<file path="src/rtl/cpu_pkg.sv">
`default_nettype none
// ============================================================================
//  Module      : cpu_pkg
//  Description : Shared types and constants for the in-order core datapath.
//  Revision    : 1.0 - initial release
// ============================================================================
package cpu_pkg;

    localparam int XLEN  = 32;
    localparam int NREGS = 32;

    typedef logic [4:0]      reg_idx_t;
    typedef logic [XLEN-1:0] word_t;

    localparam reg_idx_t X0 = 5'd0;

endpackage : cpu_pkg
`default_nettype wire

</file>
<file path="src/rtl/register_file_scoreboard.sv">
`default_nettype none
// ============================================================================
//  Module      : register_file_scoreboard
//  Description : Busy-bit tracker for in-flight destination registers. Flags
//                RAW/WAW hazards for the instruction the decoder presents.
//  Revision    : 1.0 - initial release
// ============================================================================
module register_file_scoreboard
    import cpu_pkg::*;
#(
    parameter int NREGS = cpu_pkg::NREGS
) (
    input  logic     clk,
    input  logic     reset,
    input  logic     flush_i,
    input  logic     wen_i,
    input  reg_idx_t waddr_i,
    input  logic     set_en_i,
    input  reg_idx_t set_addr_i,
    input  reg_idx_t rs1_i,
    input  reg_idx_t rs2_i,
    input  reg_idx_t rd_i,
    input  logic     rd_en_i,
    output logic     hazard_o
);

    logic [NREGS-1:0] busy_q;
    logic [NREGS-1:0] busy_d;
    logic [NREGS-1:0] wclr_mask;
    logic [NREGS-1:0] eff_busy;

    // A register being written back this cycle no longer blocks issue, so the
    // dependent instruction can go in the same cycle as the clearing write.
    always_comb begin
        wclr_mask = '0;
        if (wen_i) begin
            wclr_mask[waddr_i] = 1'b1;
        end
        eff_busy = busy_q & ~wclr_mask;
        hazard_o = eff_busy[rs1_i] | eff_busy[rs2_i] | (rd_en_i & eff_busy[rd_i]);
    end

    // Next busy state: flush clears everything; a new claim beats a same-cycle
    // retirement of the same register, since the newer writer is still pending.
    always_comb begin
        busy_d = busy_q;
        for (int r = 1; r < NREGS; r++) begin
            if (flush_i) begin
                busy_d[r] = 1'b0;
            end else if (set_en_i && (set_addr_i == reg_idx_t'(r))) begin
                busy_d[r] = 1'b1;
            end else if (wen_i && (waddr_i == reg_idx_t'(r))) begin
                busy_d[r] = 1'b0;
            end
        end
        busy_d[0] = 1'b0;
    end

    // Busy vector register; x0 is never busy.
    always_ff @(posedge clk) begin
        if (reset) begin
            busy_q <= '0;
        end else begin
            busy_q <= busy_d;
        end
    end

endmodule : register_file_scoreboard
`default_nettype wire

</file>
<file path="src/rtl/register_file.sv">
`default_nettype none
// ============================================================================
//  Module      : register_file
//  Description : Architectural register file with write-through bypass, a
//                registered operand pair for execute, and a hazard scoreboard.
//  Revision    : 1.0 - initial release
// ============================================================================
module register_file
    import cpu_pkg::*;
#(
    parameter int XLEN  = cpu_pkg::XLEN,
    parameter int NREGS = cpu_pkg::NREGS
) (
    input  logic            clk,
    input  logic            reset,
    input  logic            wen,
    input  reg_idx_t        waddr,
    input  logic [XLEN-1:0] wdata,
    input  logic            decoder_valid,
    input  reg_idx_t        decoder_rs1,
    input  reg_idx_t        decoder_rs2,
    input  reg_idx_t        decoder_rd,
    input  logic            decoder_rd_en,
    output logic            regfile_ready,
    output logic            regfile_valid,
    output logic [XLEN-1:0] regfile_rs1_data,
    output logic [XLEN-1:0] regfile_rs2_data,
    input  logic            execute_ready,
    input  logic            flush
);

    logic [XLEN-1:0] regs_q [1:NREGS-1];

    logic            valid_q;
    logic            valid_d;
    logic [XLEN-1:0] rs1_q;
    logic [XLEN-1:0] rs1_d;
    logic [XLEN-1:0] rs2_q;
    logic [XLEN-1:0] rs2_d;

    logic            hazard;
    logic            slot_free;
    logic            accept;
    logic            sb_set_en;
    logic [XLEN-1:0] rs1_fwd;
    logic [XLEN-1:0] rs2_fwd;

    register_file_scoreboard #(
        .NREGS (NREGS)
    ) u_scoreboard (
        .clk        (clk),
        .reset      (reset),
        .flush_i    (flush),
        .wen_i      (wen),
        .waddr_i    (waddr),
        .set_en_i   (sb_set_en),
        .set_addr_i (decoder_rd),
        .rs1_i      (decoder_rs1),
        .rs2_i      (decoder_rs2),
        .rd_i       (decoder_rd),
        .rd_en_i    (decoder_rd_en),
        .hazard_o   (hazard)
    );

    // Issue handshake; ready deliberately ignores decoder_valid.
    always_comb begin
        slot_free     = !valid_q || execute_ready;
        regfile_ready = !hazard && slot_free && !flush;
        accept        = decoder_valid && regfile_ready;
        sb_set_en     = accept && decoder_rd_en && (decoder_rd != X0);
    end

    // Operand read with same-cycle writeback forwarding; x0 reads as zero.
    always_comb begin
        rs1_fwd = '0;
        rs2_fwd = '0;
        if (decoder_rs1 != X0) begin
            rs1_fwd = (wen && (waddr == decoder_rs1)) ? wdata : regs_q[decoder_rs1];
        end
        if (decoder_rs2 != X0) begin
            rs2_fwd = (wen && (waddr == decoder_rs2)) ? wdata : regs_q[decoder_rs2];
        end
    end

    // Output stage next state: load on accept, drain when consumed, hold on stall.
    always_comb begin
        valid_d = valid_q;
        rs1_d   = rs1_q;
        rs2_d   = rs2_q;
        if (flush) begin
            valid_d = 1'b0;
        end else if (accept) begin
            valid_d = 1'b1;
            rs1_d   = rs1_fwd;
            rs2_d   = rs2_fwd;
        end else if (execute_ready) begin
            valid_d = 1'b0;
        end
    end

    // Output stage registers.
    always_ff @(posedge clk) begin
        if (reset) begin
            valid_q <= 1'b0;
            rs1_q   <= '0;
            rs2_q   <= '0;
        end else begin
            valid_q <= valid_d;
            rs1_q   <= rs1_d;
            rs2_q   <= rs2_d;
        end
    end

    // Architectural storage; writes commit even in a flush cycle.
    always_ff @(posedge clk) begin
        if (reset) begin
            for (int i = 1; i < NREGS; i++) begin
                regs_q[i] <= '0;
            end
        end else if (wen && (waddr != X0)) begin
            regs_q[waddr] <= wdata;
        end
    end

    assign regfile_valid    = valid_q;
    assign regfile_rs1_data = rs1_q;
    assign regfile_rs2_data = rs2_q;

endmodule : register_file
`default_nettype wire

</file>
<file path="config.mk">
export PLATFORM = sky130hd
export DESIGN_NAME = register_file
export DESIGN_NICKNAME = d
export VERILOG_FILES = /design/src/rtl/cpu_pkg.sv /design/src/rtl/register_file_scoreboard.sv /design/src/rtl/register_file.sv
export SDC_FILE = /design/constraint.sdc
export NUM_CORES = 2
export LEC_CHECK = 0
export CORE_AREA = 3 3 307 309
export CTS_BUF_LIST = sky130_fd_sc_hd__clkbuf_2 sky130_fd_sc_hd__clkbuf_4 sky130_fd_sc_hd__clkbuf_8
export DETAILED_ROUTE_END_ITERATION = 10
export DIE_AREA = 0 0 310 312
export PLACE_DENSITY = 0.82
export SLEW_MARGIN = 0
export SYNTH_ARGS = -nofsm -noshare
export SYNTH_HDL_FRONTEND = slang
export SYNTH_SLANG_ARGS = --single-unit
export TNS_END_PERCENT = 30
</file>
<file path="constraint.sdc">
create_clock -name clk -period 15.1 [get_ports clk]
set_clock_uncertainty 0.1 [all_clocks]
set_input_delay 4.53 -clock clk [delete_from_list [all_inputs] [get_ports clk]]
set_output_delay 4.53 -clock clk [all_outputs]
set_load 0.01 [all_outputs]
</file>
After elaboration in Yosys (flattened, before gate mapping):

Memory sizes are Yosys's and may differ from the RTL's.
Cells that the tools add are included.
W data, S select, Z words.

* latch bits: 0
* input bits: 59
* memory bits (read-only): 0
* register bits: 97
* memories kept: 1
* memory bits (writable): 992
* logic and storage cells: 310

Memory list
* regs_q: depth 31, bits a word 32, read ports 2, clocked after memory_dff 0, write ports 31, RTL line register_file.sv:32 `logic [XLEN-1:0] regs_q [1:NREGS-1];`

* add/sub/neg operators: 0
* muxes and demuxes: 85
* bitwise logic cells: 6
* $lt $le $gt $ge: 5
* shift operators: 0
* divide/modulo/power cells: 0
* multipliers: 0
* eq/ne operators: 64
* reductions and logical operators: 114

Operators with widths (number)
* $mux W32: 6
* $eq A5 B5 Y1 const B: 32
* $eq A5 B4 Y1 const B: 16
* $mux W1: 74
* $logic_and A1 B1 Y1: 71
* $reduce_bool A2 Y1: 32
* $eq A5 B3 Y1 const B: 8
* $and A32 B32 Y32: 1
* $not A32 Y32: 1
* $reduce_or A32 Y1: 1
* $lt A5 B6 Y1 const B: 4
* $eq A5 B2 Y1 const B: 4
* $reduce_bool A5 Y1: 4
* $bmux W1 S5: 3
* $eq A5 B1 Y1 const B: 2
* $eq A5 B5 Y1: 2
* $demux W1 S5: 1
* $ge A5 B1 Y1 const B: 1
* $mux W5: 1
* $logic_not A1 Y1: 3
* $or A1 B1 Y1: 2
* $reduce_and A2 Y1: 1
* $reduce_or A2 Y1: 1
* $and A1 B1 Y1: 1
* 2 further kinds: 2

Depth between registers and ports, before layout:

* depth in word-level cells: 19
* gate-level depth with buffers: 12
* mapped depth without buffers: 8

Hierarchy:

A second synthesis with hierarchy kept.

* cells, all modules: 4339
* area total of the unflattened synthesis: 59385.7 sq um

Modules (own cells, without submodules)
* register_file: instances 1, area an instance 56860.8 sq um, cells an instance 4011, seq. area each 32050.7 sq um
* register_file_scoreboard: instances 1, area an instance 2524.9 sq um, cells an instance 328, seq. area each 620.6 sq um

Worst setup path before layout:

OpenSTA, ideal clock, no wires.

* path kind: input -> output
* start point: input port waddr[4]
* end point: output port regfile_ready
* cell stages on the path: 7
* path slack: 3.944 ns
* arrival time: 6.526 ns
* cells stage by stage: buf_2 or4b_1 o21a_1 a2111oi_0 nor4_1 a2111oi_2 and2_1

* longest elaborated chain between the ends: 14
* elaborated cells between the ends (all ways): 20
* classes of those cells: order compare (2); mux (9); bitwise (5); reduce/logical (4)

RTL lines
* start, declared: RTL line register_file.sv:17 `input reg_idx_t waddr,`
* $lt A5 B6 Y1 (not written as such) / $ge A5 B1 Y1 (equally long branches): RTL line register_file_scoreboard.sv:37 `wclr_mask[waddr_i] = 1'b1;`
* $logic_and A1 B1 Y1 (not written as such): RTL line register_file_scoreboard.sv:37
* $mux W1 (not written as such): RTL line register_file_scoreboard.sv:37
* $demux W1 S5 *
* $mux W32 *: RTL line register_file_scoreboard.sv:36 `if (wen_i) begin`
* $not A32 Y32 *: RTL line register_file_scoreboard.sv:39 `eff_busy = busy_q & ~wclr_mask;`
* $and A32 B32 Y32 *: RTL line register_file_scoreboard.sv:39
* $bmux W1 S5: RTL line register_file_scoreboard.sv:40 `hazard_o = eff_busy[rs1_i] | eff_busy[rs2_i] | (rd_en_i & eff_busy[rd_i]);`
* $mux W1 (not written as such): RTL line register_file_scoreboard.sv:40
* $or A1 B1 Y1 / $and A1 B1 Y1 (equally long branches): RTL line register_file_scoreboard.sv:40
* $or A1 B1 Y1 *: RTL line register_file_scoreboard.sv:40
* $logic_not A1 Y1 *: RTL line register_file.sv:68 `regfile_ready = !hazard && slot_free && !flush;`
* $logic_and A1 B1 Y1 * (2 in a row): RTL line register_file.sv:68
* end, declared: RTL line register_file.sv:24 `output logic regfile_ready,`

Mark *: on every way between the ends. The rest lies on a longest branch, timed or not. The select of a mux whose other input is x is not followed.

Final worst setup path:

* start point: input port waddr[0]
* end point: output port regfile_ready

The elaborated chain is that of the path after synthesis.

==> out/results.ini <==
[clocking]
hold_buffers = 0
clockBufferDepth = 3
cts_setup_buffers = 0
cts_buffers = 181
h-tree-depth = 4
clkTransAtPathRegs_ns = 0.05
cts_root_buf = clkbuf_8
cts_tree = yes
cts_resized = 0
clk_latency_ns = 0.88
clkSinkCount = 1120

[power_and_ir_drop]
pwr-share-clk = 0.369
power_uw = 7190
irDropWorstVdd_mv = 0.105
switching_share = 0.253
p_seq_frac = 0.506
switching_power_uw = 1820
p_int_uw = 5370
cellPowerDensity_nw_per_um2 = 110
p_leak_uw = 0.0226
combPwrFrac = 0.125

[synthesis]
ys_ff_latch = 1120
netlist.area_leader.share = 0.517
synth.area.top_cells = edfxtp_1, mux4_2, and2_1
yosysUniqueCellTypes = 58
ys.flop_type = edfxtp_1
yosys_warnings = 0
synthesis.area_um2 = 59500
yosysMostFrequentCell = edfxtp_1
synth_edf_count = 1024
synthCells = 3832
ys_seq_area_frac = 0.549
synthTopCellsByCount = edfxtp_1, and2_1, mux4_2, clkbuf_1, mux2i_1
avgSynthCellArea_um2 = 15.5
yosysTopAreaCell = edfxtp_1
async_reset_ff_frac = 0

[placed_design]
portBuffers = 124
dp_cells = 4846
gp_congestion = 0.917
dp_hpwl_um = 101000
post_dp_cell_area_um2 = 61900

[route]
finalWirelength_um = 187000
viasPerCell = 7.38
vias = 38283
antenna_left = 0
drt-pass1-iter-count = 8
drt_first_iter_violations = 7020
wl_per_cell_um = 36.0
drc = 0

[min_path]
hp-start = regfile_rs1_data[2]
holdPathEnd = regfile_rs1_data[2]
hold_class = reg2reg
hold_depth = 2

[setup_path]
cp.required_ns = 10.47
slowest_delay_ns = 0.85
rr_worst_depth = 8
crit_chain = clkdlybuf4s50_1, nand2_1, o21ai_1, mux2i_1, a211oi_1, o221ai_1, a2111oi_2, and2_1, clkdlybuf4s50_1
cp-end-kind = output port
cp-start-kind = input pin
rr_startpoint = u_scoreboard.busy_q[9]
cp_num_buf_inv = 2
r2r_slack_ns = 11.08
crit_family = compound AO/OA/AOI/OAI gates
r2r_end = u_scoreboard.busy_q[18]
critPathKind = in2out
crit_arrival_ns = 8.76
cp_common_cell = clkdlybuf4s50_1
crit_fanout = 17
cp_slowest_cell = clkdlybuf4s50_1

[die]
design.core.area_um2 = 91700
rows = 111
die_y_um = 312
top_level_ports = 125
die_area_um2 = 96700
initial_utilization = 0.649
dieWidth_um = 310

[status]
status = finished clean

[global_routing]
grt_overflow = 0
grt.total_usage = 0.392
first_global_vias = 38217
grt_max_degree = 125
grt_pass1_wl_um = 266000
grt_antenna_before_repair = 14

[timing]
tightest_slew_ns = 1.20
fin_tns_setup_ns = 0
final_max_slew_viol_count = 0
slew_headroom = 0.203
holdWs_ns = 0.374
period_needed_ns = 13.39
fmax_mhz = 74.7
hold_viol = 0
finalSetupViolations = 0
rsz0062_at_grt = no
fin_crit_sh = 0.887

[finish]
final_nets = 3902
stdcell_area_um2 = 65600
drive_gt1_frac = 0.279
finalNonFillerCells = 5187
syn2layout_area_growth_pct = 10.2

[flow_run]
maxCapViolCount = 0

## worst min-delay path, stage by stage, from the launching register on
cell	delay (ns)
dfxtp_1	0.30
nand2b_1	0.06
mux2i_1	0.06
## metrics by stage
stage	worst slack (ns)	util
global route	1.60	0.715
finish	1.71	0.715
global placement	1.72	0.675
floorplan	3.94	-
CTS	1.74	0.715
detailed placement	1.75	0.675
## flip-flops by register name, indices dropped and copies added (netlist names)
signal               cells
regfile_valid            1
regs_q                1024
regfile_rs2_data        32
regfile_rs1_data        32
u_scoreboard.busy_q     31
## worst max-delay path by stage
| stage | from | end | cells after the start |
|---|---|---|---|
| 4_1_cts | waddr[0] | regfile_ready | 9 |
| 6_report | waddr[0] | regfile_ready | 9 |
| 3_3_place_gp | waddr[0] | regfile_ready | 9 |
| 2_1_floorplan | waddr[4] | regfile_ready | 7 |
| 3_5_place_dp | waddr[0] | regfile_ready | 9 |
| 5_1_grt | waddr[0] | regfile_ready | 9 |
## final cells by class
class | instances | area [µm²]
tap | 1186 | 1480
multi-input combinational | 2321 | 25800
antenna | 7 | 17.5
clock inverter | 70 | 394
sequential | 1120 | 32700
fill | 5648 | 26100
timing repair buffer | 212 | 1940
clock buffer | 264 | 3250
inverter | 7 | 28.8
## routing by layer
metal	wire length (µm)	GRT usage	vias up
met3	29700	0.128	741
met4	11200	0.214	6
met1	60000	0.521	19087
met2	85700	0.582	3576
met5	42	0	-
li1	-	-	14873
## layout by cell type (no fill, tap or decap), types with 32 or more instances in the layout
cell type,netlist,layout
and2_1,994,994
buf_4,1,91
clkbuf_4,0,62
clkbuf_8,0,202
clkdlybuf4s50_1,0,114
clkinv_1,0,38
conb_1,1,32
dfxtp_1,96,96
edfxtp_1,1024,1024
mux2i_1,141,141
mux4_2,643,643
nand2_1,98,98
nand2b_1,75,75
o211ai_1,70,70
## power by group through the flow
stage | combinational, µW | clock [µW] | sequential (µW)
after CTS | 881 | 2660 | 3630
after detailed placement | 880 | 0 | 3700
after global routing | 925 | 2800 | 3650
final | 896 | 2660 | 3640
after floorplan | 585 | 0 | 3670
after global placement | 871 | 0 | 3670
## kinds of logic after synthesis
family / count (synthesis) / share of synthesized area
simple gates: 1288 / 0.130
flops: 1120 / 0.549
mux: 788 / 0.268
buf+inv: 422 / 0.0274
compound gates: 201 / 0.0245
xor+xnor: 12 / 0.00177
other cells: 1 / 0.0000630
Power figures use the tool's default switching activity.
